## config.mk

```make
export PLATFORM = sky130hd
export DESIGN_NAME = sha256_msg_feeder_flat
export DESIGN_NICKNAME = d
export VERILOG_FILES = /design/src/rtl/sha256_msg_feeder_if.sv /design/src/rtl/sha256_msg_feeder.sv /design/src/flat_wrapper.sv
export SDC_FILE = /design/constraint.sdc
export NUM_CORES = 2
export LEC_CHECK = 0
export CAP_MARGIN = 20
export CORE_AREA = 2 2 517 519
export CTS_CLUSTER_DIAMETER = 80
export DETAILED_ROUTE_END_ITERATION = 16
export DIE_AREA = 0 0 519 521
export PLACE_DENSITY = 0.47
export SETUP_SLACK_MARGIN = 0.3
export SLEW_MARGIN = 20
export SYNTH_ARGS = -nofsm -noshare
export SYNTH_HDL_FRONTEND = slang
export SYNTH_SLANG_ARGS = --single-unit
```

## constraint.sdc

```tcl
create_clock -name clk -period 3.7 [get_ports clk]
set_input_delay 0.925 -clock clk [delete_from_list [all_inputs] [get_ports clk]]
set_output_delay 0.925 -clock clk [all_outputs]
set_load 0.01 [all_outputs]
```

## src/rtl/sha256_msg_feeder_if.sv

```systemverilog
// Message word stream into the SHA-256 feeder: big-endian 32-bit words with a
// valid/ready handshake, an end-of-message flag and the byte count of the last word.
`timescale 1ns/1ps
interface sha256_msg_feeder_if;
    logic        in_valid;
    logic        in_ready;
    logic [31:0] in_data;
    logic        in_last;
    logic [2:0]  in_bytes;

    modport master (output in_valid, in_data, in_last, in_bytes, input in_ready);
    modport slave  (input in_valid, in_data, in_last, in_bytes, output in_ready);
endinterface

```

## src/rtl/sha256_msg_feeder.sv

```systemverilog
// Pads a word-serial message into 512-bit SHA-256 blocks, sequences the core one
// block at a time and chains each block result into the next initial hash.
`timescale 1ns/1ps
module sha256_msg_feeder #(
    parameter logic [255:0] IV = 256'h6a09e667_bb67ae85_3c6ef372_a54ff53a_510e527f_9b05688c_1f83d9ab_5be0cd19,
    parameter int DONE_GUARD = 2
) (
    input  logic               clk,
    input  logic               reset,
    sha256_msg_feeder_if.slave msg,
    output logic [511:0]       blk_w,
    output logic [255:0]       blk_hash,
    output logic               blk_start,
    input  logic               core_done,
    input  logic [255:0]       core_result,
    output logic [255:0]       digest,
    output logic               digest_valid,
    output logic               busy
);
    localparam int GW = (DONE_GUARD < 2) ? 1 : $clog2(DONE_GUARD + 1);

    typedef enum logic [2:0] {IDLE, FILL, PAD, START, WAIT, FINAL} state_t;

    state_t        state_q, state_d;
    logic [4:0]    idx_q, idx_d;
    logic [63:0]   bitcnt_q, bitcnt_d;
    logic [255:0]  chain_q, chain_d;
    logic [255:0]  blk_hash_q, blk_hash_d;
    logic [255:0]  digest_q, digest_d;
    logic          digest_valid_q, digest_valid_d;
    logic          busy_q, busy_d;
    logic          in_ready_q, in_ready_d;
    logic          pad_q, pad_d;            // message terminated, padding in progress
    logic          mark_q, mark_d;          // 0x80 marker word still to be placed
    logic          hi_q, hi_d;              // length high word already at index 14
    logic          len_done_q, len_done_d;  // length written: this is the last block
    logic [GW-1:0] guard_q, guard_d;
    logic [31:0]   w_q [16];
    logic          w_we;
    logic [31:0]   w_wdata;
    logic [2:0]    n_bytes;
    logic [31:0]   last_word;
    logic [63:0]   bit_base;

    assign n_bytes = (msg.in_bytes > 3'd4) ? 3'd4 : msg.in_bytes;

    // Last word: keep bytes below n, put the marker at byte n, zero the rest.
    for (genvar gi = 0; gi < 4; gi++) begin : g_lane
        assign last_word[31-8*gi -: 8] = (n_bytes > 3'(gi))  ? msg.in_data[31-8*gi -: 8] :
                                         (n_bytes == 3'(gi)) ? 8'h80 : 8'h00;
    end

    for (genvar gi = 0; gi < 16; gi++) begin : g_blk
        assign blk_w[511-32*gi -: 32] = w_q[gi];
    end

    assign blk_hash     = blk_hash_q;
    assign blk_start    = (state_q == START);
    assign digest       = digest_q;
    assign digest_valid = digest_valid_q;
    assign busy         = busy_q;
    assign msg.in_ready = in_ready_q;

    always_comb begin
        state_d        = state_q;
        idx_d          = idx_q;
        bitcnt_d       = bitcnt_q;
        chain_d        = chain_q;
        blk_hash_d     = blk_hash_q;
        digest_d       = digest_q;
        digest_valid_d = digest_valid_q;
        busy_d         = busy_q;
        pad_d          = pad_q;
        mark_d         = mark_q;
        hi_d           = hi_q;
        len_done_d     = len_done_q;
        guard_d        = guard_q;
        w_we           = 1'b0;
        w_wdata        = '0;
        bit_base       = bitcnt_q;

        case (state_q)
            IDLE, FILL: begin
                if (msg.in_valid && in_ready_q) begin
                    w_we  = 1'b1;
                    idx_d = idx_q + 5'd1;
                    if (state_q == IDLE) begin
                        chain_d        = IV;
                        digest_valid_d = 1'b0;
                        busy_d         = 1'b1;
                        bit_base       = '0;
                        pad_d          = 1'b0;
                        mark_d         = 1'b0;
                        hi_d           = 1'b0;
                        len_done_d     = 1'b0;
                        state_d        = FILL;
                    end
                    if (msg.in_last) begin
                        w_wdata  = last_word;
                        bitcnt_d = bit_base + {58'd0, n_bytes, 3'd0};
                        mark_d   = (n_bytes == 3'd4);
                        pad_d    = 1'b1;
                        state_d  = PAD;
                    end else begin
                        w_wdata  = msg.in_data;
                        bitcnt_d = bit_base + 64'd32;
                        if (idx_q == 5'd15) state_d = START;
                    end
                end
            end
            PAD: begin
                if (idx_q[4]) begin
                    state_d = START;
                end else if (mark_q) begin
                    w_we    = 1'b1;
                    w_wdata = 32'h8000_0000;
                    mark_d  = 1'b0;
                    idx_d   = idx_q + 5'd1;
                end else if (idx_q < 5'd14) begin
                    w_we  = 1'b1;
                    idx_d = idx_q + 5'd1;
                end else if (idx_q == 5'd14) begin
                    w_we    = 1'b1;
                    w_wdata = bitcnt_q[63:32];
                    hi_d    = 1'b1;
                    idx_d   = idx_q + 5'd1;
                end else begin
                    // Index 15 without the high length word means the marker landed
                    // too late: close this block with zero, length follows next block.
                    w_we    = 1'b1;
                    idx_d   = idx_q + 5'd1;
                    state_d = START;
                    if (hi_q) begin
                        w_wdata    = bitcnt_q[31:0];
                        hi_d       = 1'b0;
                        len_done_d = 1'b1;
                    end
                end
            end
            START: begin
                guard_d = GW'(DONE_GUARD);
                state_d = WAIT;
            end
            WAIT: begin
                if (guard_q != '0) begin
                    guard_d = guard_q - 1'b1;
                end else if (core_done) begin
                    chain_d = core_result;
                    idx_d   = '0;
                    if (!pad_q) begin
                        state_d = FILL;
                    end else if (!len_done_q) begin
                        state_d = PAD;
                    end else begin
                        digest_d       = core_result;
                        digest_valid_d = 1'b1;
                        busy_d         = 1'b0;
                        state_d        = FINAL;
                    end
                end
            end
            FINAL:   state_d = IDLE;
            default: state_d = IDLE;
        endcase

        if (state_d == START) blk_hash_d = chain_d;
        in_ready_d = ((state_d == IDLE) || (state_d == FILL)) && !idx_d[4];
    end

    always_ff @(posedge clk or negedge reset) begin
        if (!reset) begin
            state_q        <= IDLE;
            idx_q          <= '0;
            bitcnt_q       <= '0;
            chain_q        <= IV;
            blk_hash_q     <= IV;
            digest_q       <= '0;
            digest_valid_q <= 1'b0;
            busy_q         <= 1'b0;
            in_ready_q     <= 1'b0;
            pad_q          <= 1'b0;
            mark_q         <= 1'b0;
            hi_q           <= 1'b0;
            len_done_q     <= 1'b0;
            guard_q        <= '0;
            for (int i = 0; i < 16; i++) w_q[i] <= '0;
        end else begin
            state_q        <= state_d;
            idx_q          <= idx_d;
            bitcnt_q       <= bitcnt_d;
            chain_q        <= chain_d;
            blk_hash_q     <= blk_hash_d;
            digest_q       <= digest_d;
            digest_valid_q <= digest_valid_d;
            busy_q         <= busy_d;
            in_ready_q     <= in_ready_d;
            pad_q          <= pad_d;
            mark_q         <= mark_d;
            hi_q           <= hi_d;
            len_done_q     <= len_done_d;
            guard_q        <= guard_d;
            if (w_we) w_q[idx_q[3:0]] <= w_wdata;
        end
    end
endmodule
```

## src/flat_wrapper.sv

```systemverilog
// flat-port wrapper written by rule: the top's interface ports become plain ports
module sha256_msg_feeder_flat 
#(
    parameter logic [255:0] IV = 256'h6a09e667_bb67ae85_3c6ef372_a54ff53a_510e527f_9b05688c_1f83d9ab_5be0cd19,
    parameter int DONE_GUARD = 2
)
  (clk, reset, blk_w, blk_hash, blk_start, core_done, core_result, digest, digest_valid, busy, msg_in_valid, msg_in_data, msg_in_last, msg_in_bytes, msg_in_ready);
  sha256_msg_feeder_if msg_i ();
  input  logic clk;
  input  logic reset;
  output logic [511:0] blk_w;
  output logic [255:0] blk_hash;
  output logic blk_start;
  input  logic core_done;
  input  logic [255:0] core_result;
  output logic [255:0] digest;
  output logic digest_valid;
  output logic busy;
  input wire logic [$bits(msg_i.in_valid)-1:0] msg_in_valid;
  input wire logic [$bits(msg_i.in_data)-1:0] msg_in_data;
  input wire logic [$bits(msg_i.in_last)-1:0] msg_in_last;
  input wire logic [$bits(msg_i.in_bytes)-1:0] msg_in_bytes;
  output wire logic [$bits(msg_i.in_ready)-1:0] msg_in_ready;
  assign msg_i.in_valid = msg_in_valid;
  assign msg_i.in_data = msg_in_data;
  assign msg_i.in_last = msg_in_last;
  assign msg_i.in_bytes = msg_in_bytes;
  assign msg_in_ready = msg_i.in_ready;
  sha256_msg_feeder #(.IV(IV), .DONE_GUARD(DONE_GUARD)) u_core (.clk(clk), .reset(reset), .msg(msg_i), .blk_w(blk_w), .blk_hash(blk_hash), .blk_start(blk_start), .core_done(core_done), .core_result(core_result), .digest(digest), .digest_valid(digest_valid), .busy(busy));
endmodule
```

==> qor.txt <==
Worst path slowest cell - dfrtp_1
Worst Setup Start Kind - flop
First-pass GRT wire length - 318000 µm
Most frequently used flop master after synthesis - dfrtp_1
Grt peak-use layer - met2
Syn-to-layout area delta - 47.0%
Met3 GRT Util - 4.34%
Net Sw Power - 7.25 mW
Crit share post-route - 88.3%
Core area - 264000 µm²
Residual DRC - 0
Slowest cell delay on critical path - 0.39 ns
# nets final - 5998
Register bit count reported by yosys - 1358
Hold WS - 0.475 ns
Pin slew with the least headroom to its limit - 1.12 ns
Post-route ant nets - 0
Number of global-route vias before repair - 40200
Post-synth EDFFs - 0
Full die area - 270000 µm²
Power Dens Cells - 425 nW/µm²
Leakage - 33.3 nW
Sw Share - 22.3%
Final wirelength - 227000 µm
Largest cells by area after synthesis - dfrtp_1 52%, dfstp_2 14%, mux2_2 6.7%
GPL Wtd Cong - 0.841
Max-cap violations - 0
Initial antenna violation count - 34
Number of buffers created by CTS - 169
Part of the power in registers - 45.6%
Skew-Pair Late Insertion Delay - 0.82 ns
# H-tree levels - 4
Port Buffers - 1323
Setup TNS - 0 ns
Combinational power share - 2.8%
Met1 track demand over resource - 20.5%
Largest net degree at the start of global routing - 124
Worst R2R Path Depth - 11
Fmax - 306 MHz
Final WS setup - 0.434 ns
Grt met2 use - 27.2%
Commonest cells in the netlist - 1086 x dfrtp_1, 769 x nand2_1, 328 x o21ai_0
Type of the worst min-delay path - reg2reg
Mapped Cells - 4293
Die H - 521 µm
IR drop worst, VDD - 0.000365 V
RSZ-0062 raised after global routing - no
Worst setup endpoint - blk_start
Pint - 25.3 mW
Min Tclk post-route - 3.27 ns
CP Cell Sequence - buf_4, nand2b_1, or2_2, inv_1, clkdlybuf4s15_1
Overflow after GRT - 0
DIE WIDTH - 519 µm
Worst Path Arrival - 2.34 ns
Pins Over Slew Limit - 0
Final Setup Violations - 0
Post-synthesis average cell area - 12.2 µm²
Crit. End Element - output pin
RR Endpoint - u_core.blk_hash[68]
Initial Util - 19.7%
Async S/R FF share, synth - 100%
# fillers - 27300
Status - complete, no violations
Share of the synthesized area in the top cell type - 52.0%
DR vias - 39200
CTS Root Cell - clkbuf_16
Routed wire per std cell - 24.3 µm
Initial DRC count - 2434
Top-count cell post-synth - dfrtp_1
Library cells used by synthesis - 70
Core Rows - 189
Clock network fraction of design power - 51.6%
Maximum clock path buffer count - 4
Post-Place Setup Slack - 0.0133 ns
# IOs - 1324
Total power draw - 32.6 mW
WHS Path Cells - 2
Critical path type - reg2out
CTS tree - yes
First-pass DRT Iterations - 5
Largest area contributor in the netlist - dfrtp_1
Mapped cell area - 52200 µm²
Final Hold Fails - 0
Ratio of cells with drive above 1 in the final layout - 19.7%
R2R setup slack - 0.48 ns
DP HPWL - 171000 µm
Post-Syn Nets - 4601
Worst slew margin - 25.0%
Vias per cell - 4.19
FF-to-FF Start - u_core.idx_q[0]
Post-Place Cells - 9051
Yosys warnings - 0
Sink Count - 1358
Worst EP required - 2.77 ns
Clock Skew - 0.0706 ns
Post-synthesis sequential area ratio - 65.7%
Total GRT Usage - 16.3%
Clk pin slew, worst setup/hold paths - 0.05 ns
Worst-path maximum fanout - 18
Crit path from - u_core.state_q[2]
Fin cells - 9363
[worst min-delay path by stage]
stage                      startpoint           endpoint  slack [ns]
finish              u_core.blk_w[254]  u_core.blk_w[254]        0.48
global route        u_core.blk_w[287]  u_core.blk_w[287]        0.50
CTS                 u_core.blk_w[168]  u_core.blk_w[168]        0.48
detailed placement  u_core.blk_w[299]  u_core.blk_w[299]        0.47
global placement    u_core.blk_w[201]  u_core.blk_w[201]        0.46
floorplan           u_core.guard_q[0]  u_core.guard_q[0]        0.45
[layout by cell type, fill, tap and decap left out, types with 131 or more instances in the layout]
cell and instances:
clkdlybuf4s50_1 1321, dfrtp_1 1085, nand2_1 767, o21ai_0 328, mux2_2 309, dfstp_2 272
mux2_1 204, nand3_1 189, clkbuf_16 172, nor2_1 160, buf_4 150, a21oi_1 131
[kinds of logic (layout without fill, tap and decap cells)]
| family | count (synthesis) | count (layout) | synth area share (%) |
|---|---|---|---|
| flip-flops | 1358 | 1358 | 65.7 |
| AND/OR/NAND/NOR | 1262 | 1262 | 10.3 |
| AO/OA/AOI/OAI | 759 | 759 | 8.75 |
| multiplexers | 516 | 516 | 11.1 |
| buffers and inverters | 330 | 1854 | 2.84 |
| XOR/XNOR | 56 | 56 | 0.939 |
| adder cells (fa/ha/maj) | 12 | 12 | 0.302 |
| other | 0 | 13 | 0 |
[critical path, delay by kind of cell (launching register included)]
family        cells  cell delay [ns]
simple gates      2             0.54
buf+inv           3             0.59
flops             1             0.39
[cell type report]
cell class              count  area (µm²)  share of cell area (%)
repair buffers           1535       15600                    20.3
clock inverters            47         593                   0.773
inverters                  21        80.1                   0.104
well taps                3533        4420                    5.76
clock buffers             251        5010                    6.53
flip-flops and latches   1358       34300                    44.7
multi-input cells        2605       16700                    21.7
diodes                     13        32.5                  0.0424
[power groups by stage]
stage | sequential [mW] | combinational, mW | clock (mW)
3_5_place_dp | 15.1 | 0.948 | 0
6_report | 14.9 | 0.917 | 16.8
4_1_cts | 14.9 | 0.950 | 17.3
5_1_grt | 14.9 | 0.994 | 17.9
2_1_floorplan | 15.1 | 0.0195 | 0
3_3_place_gp | 15.1 | 0.947 | 0
[timing repair]
item | CTS | global route
hold buffers | 1 | 0
endpoints found under the hold margin | 6 | 0
resized for setup | 4 | 1
setup buffers | 0 | 0
endpoints found under the setup margin | 1 | 1
[through the flow]
| step | instance area, µm² | util (%) |
|---|---|---|
| 2_1_floorplan | 52200 | - |
| 3_3_place_gp | 71100 | 26.9 |
| 3_5_place_dp | 71100 | 26.9 |
| 4_1_cts | 76700 | 29.0 |
| 5_1_grt | 76700 | 29.0 |
| 6_report | 76800 | 29.0 |
[registers in the layout, summed over array words and instances (netlist names), 2 cells and up]
signal           flops
u_core.bitcnt_q     61
u_core.blk_hash    256
u_core.idx_q         5
u_core.digest      256
u_core.guard_q       2
u_core.blk_w       512
u_core.chain_q     256
u_core.state_q       3
[routing by layer]
layer	vias to the layer above	wire, µm
li1	17600	-
met1	19900	96700
met2	1413	109000
met3	276	15200
met4	18	6620
met5	-	126
(Power assumes the default switching activity.)
